File: src/rtl/cp0_pkg.sv
// Shared CP0 definitions: register numbers, exception codes, handler entry
// and the handler-state type used by cp0_unit and its interface.
package cp0_pkg;

  localparam logic [4:0] CP0_SR    = 5'd12;
  localparam logic [4:0] CP0_CAUSE = 5'd13;
  localparam logic [4:0] CP0_EPC   = 5'd14;
  localparam logic [4:0] CP0_PRID  = 5'd15;

  localparam logic [4:0] EXC_INT  = 5'd0;
  localparam logic [4:0] EXC_ADEL = 5'd4;
  localparam logic [4:0] EXC_ADES = 5'd5;
  localparam logic [4:0] EXC_RI   = 5'd10;
  localparam logic [4:0] EXC_OV   = 5'd12;

  localparam logic [31:0] HANDLER_ENTRY = 32'h0000_4180;
  localparam logic [31:0] SR_WMASK      = 32'h0000_FC03;

  // Handler state is exactly SR.EXL: IDLE <-> EXL=0, IN_HANDLER <-> EXL=1.
  typedef enum logic {
    ST_IDLE       = 1'b0,
    ST_IN_HANDLER = 1'b1
  } cp0_state_e;

  function automatic logic [31:0] word_align(input logic [31:0] a);
    return a & 32'hFFFF_FFFC;
  endfunction

endpackage

File: src/rtl/cp0_if.sv
// M-stage CP0 control/data bundle between the pipeline (master) and cp0_unit (slave).
// Strobes we/eret/exc_in are single-cycle qualifiers with no ready: CP0 always accepts.
interface cp0_if;
  import cp0_pkg::*;

  logic [4:0]  A;
  logic [31:0] DIn;
  logic        we;
  logic        eret;
  logic [5:0]  exc_in;
  logic [31:0] PC;
  logic        BD;
  logic [5:0]  HWInt;
  logic        IntReq;
  logic [31:0] EPC_out;
  logic [31:0] DOut;
  cp0_state_e  state_dbg;

  modport master (
    output A, DIn, we, eret, exc_in, PC, BD, HWInt,
    input  IntReq, EPC_out, DOut, state_dbg
  );

  modport slave (
    input  A, DIn, we, eret, exc_in, PC, BD, HWInt,
    output IntReq, EPC_out, DOut, state_dbg
  );
endinterface

File: src/rtl/cp0_unit.sv
// Coprocessor-0: SR/Cause/EPC/PRId, interrupt vs exception arbitration and the
// same-cycle IntReq back to the PC logic (which redirects to HANDLER_ENTRY).
module cp0_unit
  import cp0_pkg::*;
#(
  parameter logic [31:0] PRID = 32'h2019_0001
) (
  input  logic  clk,
  input  logic  reset,
  cp0_if.slave  bus
);

  cp0_state_e  state_q, state_d;
  logic [5:0]  im_q, im_d;
  logic        ie_q, ie_d;
  logic        bd_q, bd_d;
  logic [5:0]  ip_q, ip_d;
  logic [4:0]  exc_code_q, exc_code_d;
  logic [31:0] epc_q, epc_d;

  logic        exl;
  logic        int_pend;
  logic        exc_pend;
  logic        int_req;
  logic [31:0] sr_word;
  logic [31:0] cause_word;

  always_ff @(posedge clk) begin
    if (reset) begin
      state_q    <= ST_IDLE;
      im_q       <= '0;
      ie_q       <= 1'b0;
      bd_q       <= 1'b0;
      ip_q       <= '0;
      exc_code_q <= '0;
      epc_q      <= '0;
    end else begin
      state_q    <= state_d;
      im_q       <= im_d;
      ie_q       <= ie_d;
      bd_q       <= bd_d;
      ip_q       <= ip_d;
      exc_code_q <= exc_code_d;
      epc_q      <= epc_d;
    end
  end

  always_comb begin
    exl        = (state_q == ST_IN_HANDLER);
    int_pend   = (|(bus.HWInt & im_q)) & ie_q & ~exl;
    exc_pend   = bus.exc_in[5] & ~exl;
    int_req    = int_pend | exc_pend;

    state_d    = state_q;
    im_d       = im_q;
    ie_d       = ie_q;
    bd_d       = bd_q;
    exc_code_d = exc_code_q;
    epc_d      = epc_q;
    // IP is a plain level sample of the lines; nothing else touches it.
    ip_d       = bus.HWInt;

    // A taken request swallows any same-cycle eret or mtc0.
    if (int_req) begin
      state_d    = ST_IN_HANDLER;
      bd_d       = bus.BD;
      exc_code_d = int_pend ? EXC_INT : bus.exc_in[4:0];
      epc_d      = bus.BD ? (word_align(bus.PC) - 32'd4) : word_align(bus.PC);
    end else if (bus.eret) begin
      state_d = ST_IDLE;
    end else if (bus.we) begin
      case (bus.A)
        CP0_SR: begin
          im_d    = bus.DIn[15:10];
          ie_d    = bus.DIn[0];
          state_d = bus.DIn[1] ? ST_IN_HANDLER : ST_IDLE;
        end
        CP0_EPC: epc_d = word_align(bus.DIn);
        default: ;
      endcase
    end
  end

  always_comb begin
    sr_word    = {16'b0, im_q, 8'b0, exl, ie_q} & SR_WMASK;
    cause_word = {bd_q, 15'b0, ip_q, 3'b0, exc_code_q, 2'b0};
    case (bus.A)
      CP0_SR:    bus.DOut = sr_word;
      CP0_CAUSE: bus.DOut = cause_word;
      CP0_EPC:   bus.DOut = epc_q;
      CP0_PRID:  bus.DOut = PRID;
      default:   bus.DOut = 32'b0;
    endcase
  end

  assign bus.IntReq    = int_req;
  assign bus.EPC_out   = epc_q;
  assign bus.state_dbg = state_q;

endmodule

File: src/flat_wrapper.sv
// flat-port wrapper written by rule: the top's interface ports become plain ports
module cp0_unit_flat import cp0_pkg::*;
#(
  parameter logic [31:0] PRID = 32'h2019_0001
)
  (clk, reset, bus_A, bus_DIn, bus_we, bus_eret, bus_exc_in, bus_PC, bus_BD, bus_HWInt, bus_IntReq, bus_EPC_out, bus_DOut, bus_state_dbg);
  cp0_if bus_i ();
  input  logic clk;
  input  logic reset;
  input wire logic [$bits(bus_i.A)-1:0] bus_A;
  input wire logic [$bits(bus_i.DIn)-1:0] bus_DIn;
  input wire logic [$bits(bus_i.we)-1:0] bus_we;
  input wire logic [$bits(bus_i.eret)-1:0] bus_eret;
  input wire logic [$bits(bus_i.exc_in)-1:0] bus_exc_in;
  input wire logic [$bits(bus_i.PC)-1:0] bus_PC;
  input wire logic [$bits(bus_i.BD)-1:0] bus_BD;
  input wire logic [$bits(bus_i.HWInt)-1:0] bus_HWInt;
  output wire logic [$bits(bus_i.IntReq)-1:0] bus_IntReq;
  output wire logic [$bits(bus_i.EPC_out)-1:0] bus_EPC_out;
  output wire logic [$bits(bus_i.DOut)-1:0] bus_DOut;
  output wire logic [$bits(bus_i.state_dbg)-1:0] bus_state_dbg;
  assign bus_i.A = bus_A;
  assign bus_i.DIn = bus_DIn;
  assign bus_i.we = bus_we;
  assign bus_i.eret = bus_eret;
  assign bus_i.exc_in = bus_exc_in;
  assign bus_i.PC = bus_PC;
  assign bus_i.BD = bus_BD;
  assign bus_i.HWInt = bus_HWInt;
  assign bus_IntReq = bus_i.IntReq;
  assign bus_EPC_out = bus_i.EPC_out;
  assign bus_DOut = bus_i.DOut;
  assign bus_state_dbg = bus_i.state_dbg;
  cp0_unit #(.PRID(PRID)) u_core (.clk(clk), .reset(reset), .bus(bus_i));
endmodule
File: config.mk
export PLATFORM = sky130hd
export DESIGN_NAME = cp0_unit_flat
export DESIGN_NICKNAME = d
export VERILOG_FILES = /design/src/rtl/cp0_pkg.sv /design/src/rtl/cp0_if.sv /design/src/rtl/cp0_unit.sv /design/src/flat_wrapper.sv
export SDC_FILE = /design/constraint.sdc
export NUM_CORES = 1
export LEC_CHECK = 0
export ABC_AREA = 1
export BUFFER_PORTS_ARGS = -buffer_cell sky130_fd_sc_hd__buf_2
export CAP_MARGIN = 20
export CORE_UTILIZATION = 48
export DETAILED_ROUTE_END_ITERATION = 10
export PLACE_DENSITY = 0.81
export SLEW_MARGIN = 10
export SYNTH_ARGS = -nofsm -noshare
export SYNTH_HDL_FRONTEND = slang
export SYNTH_SLANG_ARGS = --single-unit
File: constraint.sdc
create_clock -name clk -period 1.44 [get_ports clk]
set_input_delay 0.072 -clock clk [delete_from_list [all_inputs] [get_ports clk]]
set_output_delay 0.072 -clock clk [all_outputs]
set_load 0.02 [all_outputs]
; Word level (Yosys, flattened, before mapping)
; Index checks and enable logic that the tools add are counted.
[totals]
register_bits = 52
latchBits = 0
out_inout_bits = 66
memories = 0
romBits = 0
word_cells = 41
input_bits = 86
mem_bits_rw = 0
[op_classes]
muxes = 12
n_shift = 0
n_div = 0
add_sub_neg = 1
magnitude_cmp = 0
bitwise_logic = 8
n_eq_ne = 5
n_reduce_logical = 8
multipliers = 0
[op_table]
columns = operator, count
row1 = two-way mux 32 bit, 5
row2 = case mux 32 bit (4 select lines), 1
row3 = "subtractor 32 x 3 -> 32 bit, second input constant", 1
row4 = "equality test 5 x 4 -> 1 bit, second input constant", 4
row5 = bitwise AND 6 bit, 1
row6 = nonzero test 3 bit, 2
row7 = OR reduction 6 bit, 1
row8 = two-way mux 1 bit, 5
row9 = two-way mux 5 bit, 1
row10 = AND reduction 4 bit, 1
row11 = nonzero test 2 bit, 2
row12 = bitwise AND 1 bit, 3
row13 = NOT 1 bit, 3
row14 = AND reduction 3 bit, 1
row15 = "inequality test 2 x 1 -> 1 bit, second input constant", 1
row16 = AND reduction 2 bit, 1
row17 = OR 1 bit, 1

; Depth between registers and ports, before layout
; Gate-level depths: netlist of the first run.
[depth]
ltp_word = 7
mapped_depth = 12
mapped_depth_nobuf = 12

; Least setup slack after synthesis of the first run
; Ideal clock, no wire load.
[synth_timing]
path_type = reg2reg
startpoint = register u_core.state_q, in the netlist u_core.bus.state_dbg
endpoint = register u_core.ie_q
path_buffers = 1
arrival_time_ns = 1.212
synth_period_minus_slack_ns = 1.325
path_stages_with_launch = 9
setup_ns = 0.113
path_slack_ns = 0.115
required_time_ns = 1.327
cell_sequence = dfxtp_1 -> inv_1 -> nand2_1 -> nand2_4 -> inv_4 -> nand3_2 -> buf_4 -> nor2_1 -> nor2_1
[synth_via]
elab_chain_len = 5
elab_cells_between_ends = 6
cone_classes = 5 x bitwise / 1 x reduce/logical
[synth_lines]
columns = element, line
row1 = start: declaration, cp0_unit.sv:13  ; cp0_state_e state_q, state_d;
row2 = start signal: assignment, cp0_unit.sv:38  ; state_q <= state_d;
row3 = NOT 1 bit (*), "cp0_unit.sv:50, cp0_unit.sv:51"
row4 = "bitwise AND 1 bit, on equally long branches", "cp0_unit.sv:50, cp0_unit.sv:51"
row5 = OR 1 bit (*), cp0_unit.sv:52  ; int_req = int_pend | exc_pend;
row6 = NOT 1 bit (no source line) (*), --
row7 = AND reduction 4 bit (no source line) (*), --
row8 = end signal: assignment, cp0_unit.sv:40  ; ie_q <= ie_d;
row9 = end: declaration, cp0_unit.sv:15  ; logic ie_q, ie_d;
; Mark *: on every way between the ends. The rest lies on a longest branch, timed or not.
; A chain may end at the register's enable or synchronous reset.

; Worst setup path after layout of the first run
[layout_timing]
startpoint = register u_core.im_q[4]
endpoint = register u_core.epc_q[30], in the netlist u_core.bus.EPC_out[30]
[layout_via]
elab_chain_len = 7
elab_cells_between_ends = 10
cone_classes = 1 x eq/ne / 1 x mux / 4 x bitwise / 4 x reduce/logical
[layout_lines]
columns = element, line
row1 = start: declaration, cp0_unit.sv:14  ; logic [5:0] im_q, im_d;
row2 = start signal: assignment, cp0_unit.sv:39  ; im_q <= im_d;
row3 = bitwise AND 6 bit (*), cp0_unit.sv:50  ; int_pend = (|(bus.HWInt & im_q)) & ie_q & ~exl;
row4 = OR reduction 6 bit (*), cp0_unit.sv:50
row5 = bitwise AND 1 bit (*) (2 in a row), cp0_unit.sv:50
row6 = OR 1 bit (*), cp0_unit.sv:52
row7 = inequality test 2 x 1 -> 1 bit (no source line) or nonzero test 2 bit (tied branches), --
row8 = AND reduction 3 bit (no source line), --
row9 = end signal: assignment, cp0_unit.sv:44  ; epc_q <= epc_d;
row10 = end: declaration, cp0_unit.sv:19  ; logic [31:0] epc_q, epc_d;
; Marked as above.

==> run_results.csv, run 1 <==
group,metric,value,unit
status,status,"finished with violations",
status,violations,"setup timing",
die,chipWidth,87.19,um
sta,finalMaxSlewViolations,0,
clock_network,clk_pin_slew,0.10,ns
setup_path,reg2reg_depth,11,
routing,drc_errors,0,
global_routing,grt_antenna_before_repair,0,
global_routing,grt_start_max_net_pins,33,
synthesis,synthMostInstantiatedCell,"nand2_1",
setup_path,slowest_delay,0.34,ns
sta,hold_slack,0.004689,ns
synthesis,synthTopCellsByArea,"dfxtp_1, nand2_1, nor2_1",
finish,fillers,527,
finish,syn_to_final_growth,52.80,%
finish,finalNonFillerCells,880,
sta,skew,0.008416,ns
die,start_util,50.43,%
setup_path,cp.arrival,1.77,ns
global_routing,grt_pass1_wl,18170,um
setup_path,path_max_fanout,6,
synthesis,yosysSeqAreaShare,28.74,%
setup_path,startpoint_type,"flip-flop",
setup_path,cp_slowest_cell,"dfxtp_2",
clock_network,clkSinkCount,50,
sta,setup_viol,40,
finish,antenna_cells,0,
job,cap_violations,0,
synthesis,synth_xor_area_share,3.017,%
global_routing,grt_usage,30.88,%
sta,min_period_over_period,109.2,%
synthesis,synth_ff_type,"dfxtp_1",
clock_network,cts_tree,"built",
finish,final_layout_size_suffix_gt1_share,36.48,%
placement,place_inst,846,
clock_network,htreeDepth,2,
sta,rsz0062_at_grt,"yes",
synthesis,synth_area_leader_cell,"dfxtp_1",
setup_path,crit_chain,"inv_2, o21ai_2, inv_2, nand2_4, nand3_4, nand2_8, buf_12, buf_12, nand3_4, nand2_1, a21oi_1",
placement,dp_hpwl,9087,um
die,io_pins,152,
finish,nets,870,
synthesis,synth_top_family_by_area,"simple AND/OR/NAND/NOR gates",
routing,drt_wl_total,13540,um
pwr,ir_drop,0.0004493,V
die,rows,30,
pwr,powerDensity,708.5,mW/mm^2
synthesis,syn_inst,593,
placement,gp_congestion,0.9209,
setup_path,cp_data_required_time,1.63,ns
synthesis,synth_compound_area_share,13.00,%
routing,drtIter0Drc,412,
synthesis,synthMuxAreaShare,0,%
routing,wl_per_cell,15.39,um
synthesis,netlist_area,0.003483,sq mm
synthesis,yosysTopAreaCellShare,28.74,%
routing,first_pass_iters,5,
setup_path,r2r-start,"u_core.im_q[4]",
die,core_area,0.006907,sq mm
worst_hold_path,worstHoldPathType,"in2reg",
clock_network,cts_buffers,5,
sta,setup_slack,-0.1329,ns
die,die_area,0.007601,sq mm
worst_hold_path,min_delay_path_depth,3,
setup_path,reg2reg_slack,-0.13,ns
worst_hold_path,worstHoldEndpoint,"u_core.im_q[4]",
synthesis,synth-seq-cells,50,
setup_path,cpLargestDelayFamily,"simple AND/OR/NAND/NOR gates",
synthesis,yosysUniqueCellTypes,38,
synthesis,synth_edf_count,0,
clock_network,clock_latency,0.31,ns
setup_path,cp-end-kind,"flip-flop",
finish,final_cell_area,0.005323,sq mm
worst_hold_path,min-delay-start,"bus_DIn[14]",
die,die_h,87.19,um
synthesis,ys_warn_count,0,
synthesis,syn_area_per_cell,5.874,sq um
synthesis,yosys.area_share.simple,42.42,%
routing,ant_nets,0,
routing,post_drt_via_cell_ratio,5.450,
sta,timing_hold_violations_final,0,
sta,clock.fmax,635.8,MHz
synthesis,ys_async_sr_fraction,0,%
setup_path,critical_path_class,"reg2reg",
sta,fin_crit,1.573,ns
placement,placed_area,0.004513,sq mm
setup_path,reg2reg_to,"u_core.bus.EPC_out[30]",
global_routing,grt_pass1_vias,3868,
global_routing,grt_overflow,0,
clock_network,clock_path_buffers,2,
synthesis,synth-adder-area-share,0.3592,%
setup_path,path_buf_inv,4,
placement,portBuffers,147,
pwr,leakagePower,2.733,nW
clock_network,cts-root-buf,"clkbuf_8",
synthesis,synth_common_cells,"nand2_1, nor2_1, inv_1",
routing,dr_total_vias,4796,
layout make-up:
type                       instances  area [sq um]  share of cell area (%)
multi-input combinational        440          2366                   44.45
timing repair buffer             204          1399                   26.28
sequential                        50          1007                   18.92
inverter                          82         317.8                   5.971
tap                               96         120.1                   2.257
clock buffer                       5         68.82                   1.293
clock inverter                     3         43.79                  0.8228
per-layer routing:
| layer | up-vias | wire, um | track usage (%) |
|---|---|---|---|
| li1 | 2242 | - | - |
| met1 | 2172 | 5424 | 41.82 |
| met2 | 322 | 6450 | 51.11 |
| met3 | 60 | 1217 | 3.981 |
| met4 | 0 | 451 | 9.687 |
| met5 | - | 0 | 0 |
flip-flops by register name, summed over array words and instances (netlist names):
name,cells
u_core.bus.EPC_out,30
u_core.ie_q,1
u_core.im_q,6
u_core.bus.state_dbg,1
u_core.bd_q,1
u_core.ip_q,6
u_core.exc_code_q,5
through the flow:
step	utilization, %	setup slack, ns	power, W	setup TNS [ns]
after floorplan	-	0.1149	0.002050	0
after global placement	65.34	-0.01012	0.002432	-0.01012
after detailed placement	65.34	-0.06544	0.002451	-0.5543
after CTS	70.49	-0.07048	0.003538	-0.6872
after global routing	77.07	-0.2053	0.003896	-6.477
final	77.07	-0.1329	0.003771	-3.025
cells by family (layout without fill, tap and decap cells):
family / count (synthesis) / count (layout)
XOR/XNOR: 12 / 12
AO/OA/AOI/OAI: 78 / 78
AND/OR/NAND/NOR: 346 / 347
other: 1 / 2
adder cells (fa/ha/maj): 1 / 1
flip-flops: 50 / 50
buffers and inverters: 105 / 294
what timing repair did:
action,4_1_cts,5_1_grt
endpoints found under the hold margin,9,0
endpoints found under the setup margin,23,46
pin swaps,7,28
buffers inserted,3,6
resized for setup,21,82
hold buffers,9,0
cloned,2,6
where the power goes:
group,switching [W],internal (W),total (W)
Sequential,0.0000700,0.00148,0.00155
Combinational,0.000675,0.000494,0.00117
Clock,0.000532,0.000522,0.00105
Total,0.00128,0.00249,0.00377
worst min-delay path, delay by kind of cell:
family,cells,cell delay (ns)
AND/OR/NAND/NOR,2,0.13
buffers and inverters,1,0.09
how the worst max path moves through the flow:
stage | startpoint | to | depth (start not counted)
after floorplan | u_core.bus.state_dbg | u_core.ie_q | 8
after global placement | bus_PC[2] | u_core.bus.EPC_out[8] | 11
after detailed placement | u_core.im_q[3] | u_core.im_q[1] | 11
after CTS | u_core.im_q[4] | u_core.bus.EPC_out[27] | 11
after global routing | u_core.im_q[3] | u_core.bus.EPC_out[6] | 11
final | u_core.im_q[4] | u_core.bus.EPC_out[30] | 11
placed cells by master (no fill, tap or decap), types with 12 or more instances in the layout:
cell type  instances
buf_2            146
nand2_2           17
dfxtp_1           45
nand3_1           31
buf_4             30
a21oi_1           16
nor2_1            82
nand2_1          170
o21ai_0           21
inv_1             75
a21oi_2           12
No activity file was read; power rests on OpenSTA's default activity.
==> run 2, diff against run 1 <==
Settings changed: CELL_PAD_IN_SITES_DETAIL_PLACEMENT set to 1, CELL_PAD_IN_SITES_GLOBAL_PLACEMENT set to 1, CORE_UTILIZATION 48 to 31, PLACE_DENSITY 0.81 to unset, PLACE_DENSITY_LB_ADDON set to 0.1.
==> run_results.csv, run 2 (synthesis gave the netlist of run 1 again) <==
group,metric,value,unit
worst_hold_path,min_delay_path_depth,3,
worst_hold_path,worstHoldPathType,"in2reg",
routing,drc_errors,0,
finish,nets,875,
routing,drtIter0Drc,158,
routing,wl_per_cell,15.70,um
routing,dr_total_vias,4505,
placement,gp_congestion,0.8215,
sta,setup_viol,20,
routing,first_pass_iters,4,
pwr,powerDensity,672.2,mW/mm^2
pwr,fin_total_pwr,0.003542,W
clock_network,clkSinkCount,50,
routing,post_drt_via_cell_ratio,4.844,
finish,seqCellArea,0.001007,sq mm
sta,min_period_over_period,105.6,%
sta,setup_slack,-0.08065,ns
die,start_util,31.99,%
sta,rsz0062_at_grt,"yes",
die,chipWidth,108,um
clock_network,cts_tree,"built",
setup_path,cp-end-kind,"output port",
setup_path,cp.arrival,1.45,ns
worst_hold_path,min-delay-start,"bus_DIn[0]",
setup_path,cp_data_required_time,1.37,ns
routing,ant_nets,0,
clock_network,clk_pin_slew,0.11,ns
die,io_pins,152,
finish,final_layout_size_suffix_gt1_share,38.66,%
sta,timing_hold_violations_final,0,
finish,final_common_cell,"nand2_1",
finish,final_cell_mix,"nand2_1, buf_2, nor2_1",
sta,finalMaxSlewViolations,0,
placement,portBuffers,147,
clock_network,clock_latency,0.32,ns
finish,syn_to_final_growth,51.29,%
die,rows,38,
setup_path,reg2reg_depth,11,
sta,hold_slack,0.003640,ns
status,status,"finished with violations",
setup_path,path_max_fanout,5,
finish,largest_reg_flops,30,
global_routing,grt_pass1_vias,4372,
setup_path,r2r-start,"u_core.im_q[0]",
global_routing,grt_start_max_net_pins,33,
placement,dp_hpwl,11430,um
status,violations,"setup timing",
global_routing,grt_overflow,0,
setup_path,reg2reg_slack,-0.06,ns
finish,multi_input_area,0.002328,sq mm
clock_network,cts-root-buf,"clkbuf_8",
job,cap_violations,0,
sta,clock.fmax,657.6,MHz
clock_network,htreeDepth,2,
die,die_h,108,um
sta,fin_crit,1.521,ns
routing,drt_wl_total,14600,um
die,core_area,0.01089,sq mm
setup_path,startpoint_type,"flip-flop",
sta,skew,0.01109,ns
clock_network,cts_buffers,5,
global_routing,grt_pass1_wl,21730,um
worst_hold_path,worstHoldEndpoint,"u_core.ie_q",
finish,fillers,1540,
setup_path,critical_path_class,"reg2out",
global_routing,grt_antenna_before_repair,1,
global_routing,grt_usage,24.03,%
setup_path,reg2reg_to,"u_core.bus.EPC_out[18]",
die,die_area,0.01166,sq mm
pwr,leakagePower,2.693,nW
clock_network,clock_path_buffers,2,
pwr,ir_drop,0.0003480,V
run 2: cell types whose count changed in the layout (fill, tap and decap cells not counted), sizes merged:
cell,change
dlygate4sd3,-2
buf,+9
inv,-2
bufinv,-1
clkinv,+2
clkbuf,-1
diode,+1
run 2: power by group:
| group | internal [W] | switching, W | leakage (nW) | total [W] |
|---|---|---|---|---|
| clock network | 0.000345 | 0.000538 | 0.0452 | 0.000883 |
| registers | 0.00148 | 0.0000737 | 0.415 | 0.00155 |
| logic | 0.000456 | 0.000651 | 2.23 | 0.00111 |
run 2: timing repair:
| action | in CTS | in global routing |
|---|---|---|
| setup endpoints to repair | 32 | 55 |
| pin swaps | 2 | 21 |
| setup buffers | 3 | 6 |
| endpoints found under the hold margin | 7 | 0 |
| cloned | 0 | 3 |
| hold buffers | 7 | 0 |
| resized for setup | 13 | 93 |
run 2: per-stage QoR:
step	setup slack, ns	utilization [%]	TNS (ns)	cells	cell area [sq um]
floorplan	0.1149	-	0	594	3487
global placement	-0.08228	42.97	-0.3783	903	4678
detailed placement	-0.1410	42.97	-1.836	903	4678
CTS	-0.04603	44.99	-0.5724	921	4898
global route	-0.1311	48.40	-3.055	930	5270
finish	-0.08065	48.40	-0.5735	930	5270
run 2: final cells by class:
cell class	instances	area share, %
clock inverters	2	0.2612
multi-input cells	440	44.18
well taps	140	3.324
diodes	1	0.04748
inverters	82	6.173
flip-flops and latches	50	19.11
clock buffers	6	1.377
repair buffers	209	25.52
run 2: metal layers:
metal	wire length (um)	vias to the layer above	part of all wire, %	GRT usage, %
met5	0	-	0	0
met4	183	0	1.3	4.795
met3	560	15	3.8	2.712
met2	6886	112	47	40.08
met1	6969	2128	48	33.28
li1	-	2250	-	-
run 2: critical path, stage by stage, from the launching register on:
cell and delay [ns]:
dfxtp_2 0.34, nand2_2 0.06, nand2_2 0.06, nor2_2 0.12, nand2_2 0.09, nand3_4 0.10, nand2_8 0.09, buf_6 0.13
buf_6 0.12
run 2: how the worst max path moves through the flow:
stage,slack (ns),end,cells past startpoint,startpoint
floorplan,0.11,u_core.ie_q,8,u_core.bus.state_dbg
global placement,-0.08,u_core.bus.EPC_out[26],10,bus_PC[2]
detailed placement,-0.14,u_core.im_q[4],11,u_core.im_q[2]
CTS,-0.05,u_core.im_q[4],11,u_core.im_q[2]
global route,-0.13,bus_IntReq,8,u_core.im_q[4]
finish,-0.08,bus_IntReq,8,u_core.im_q[0]
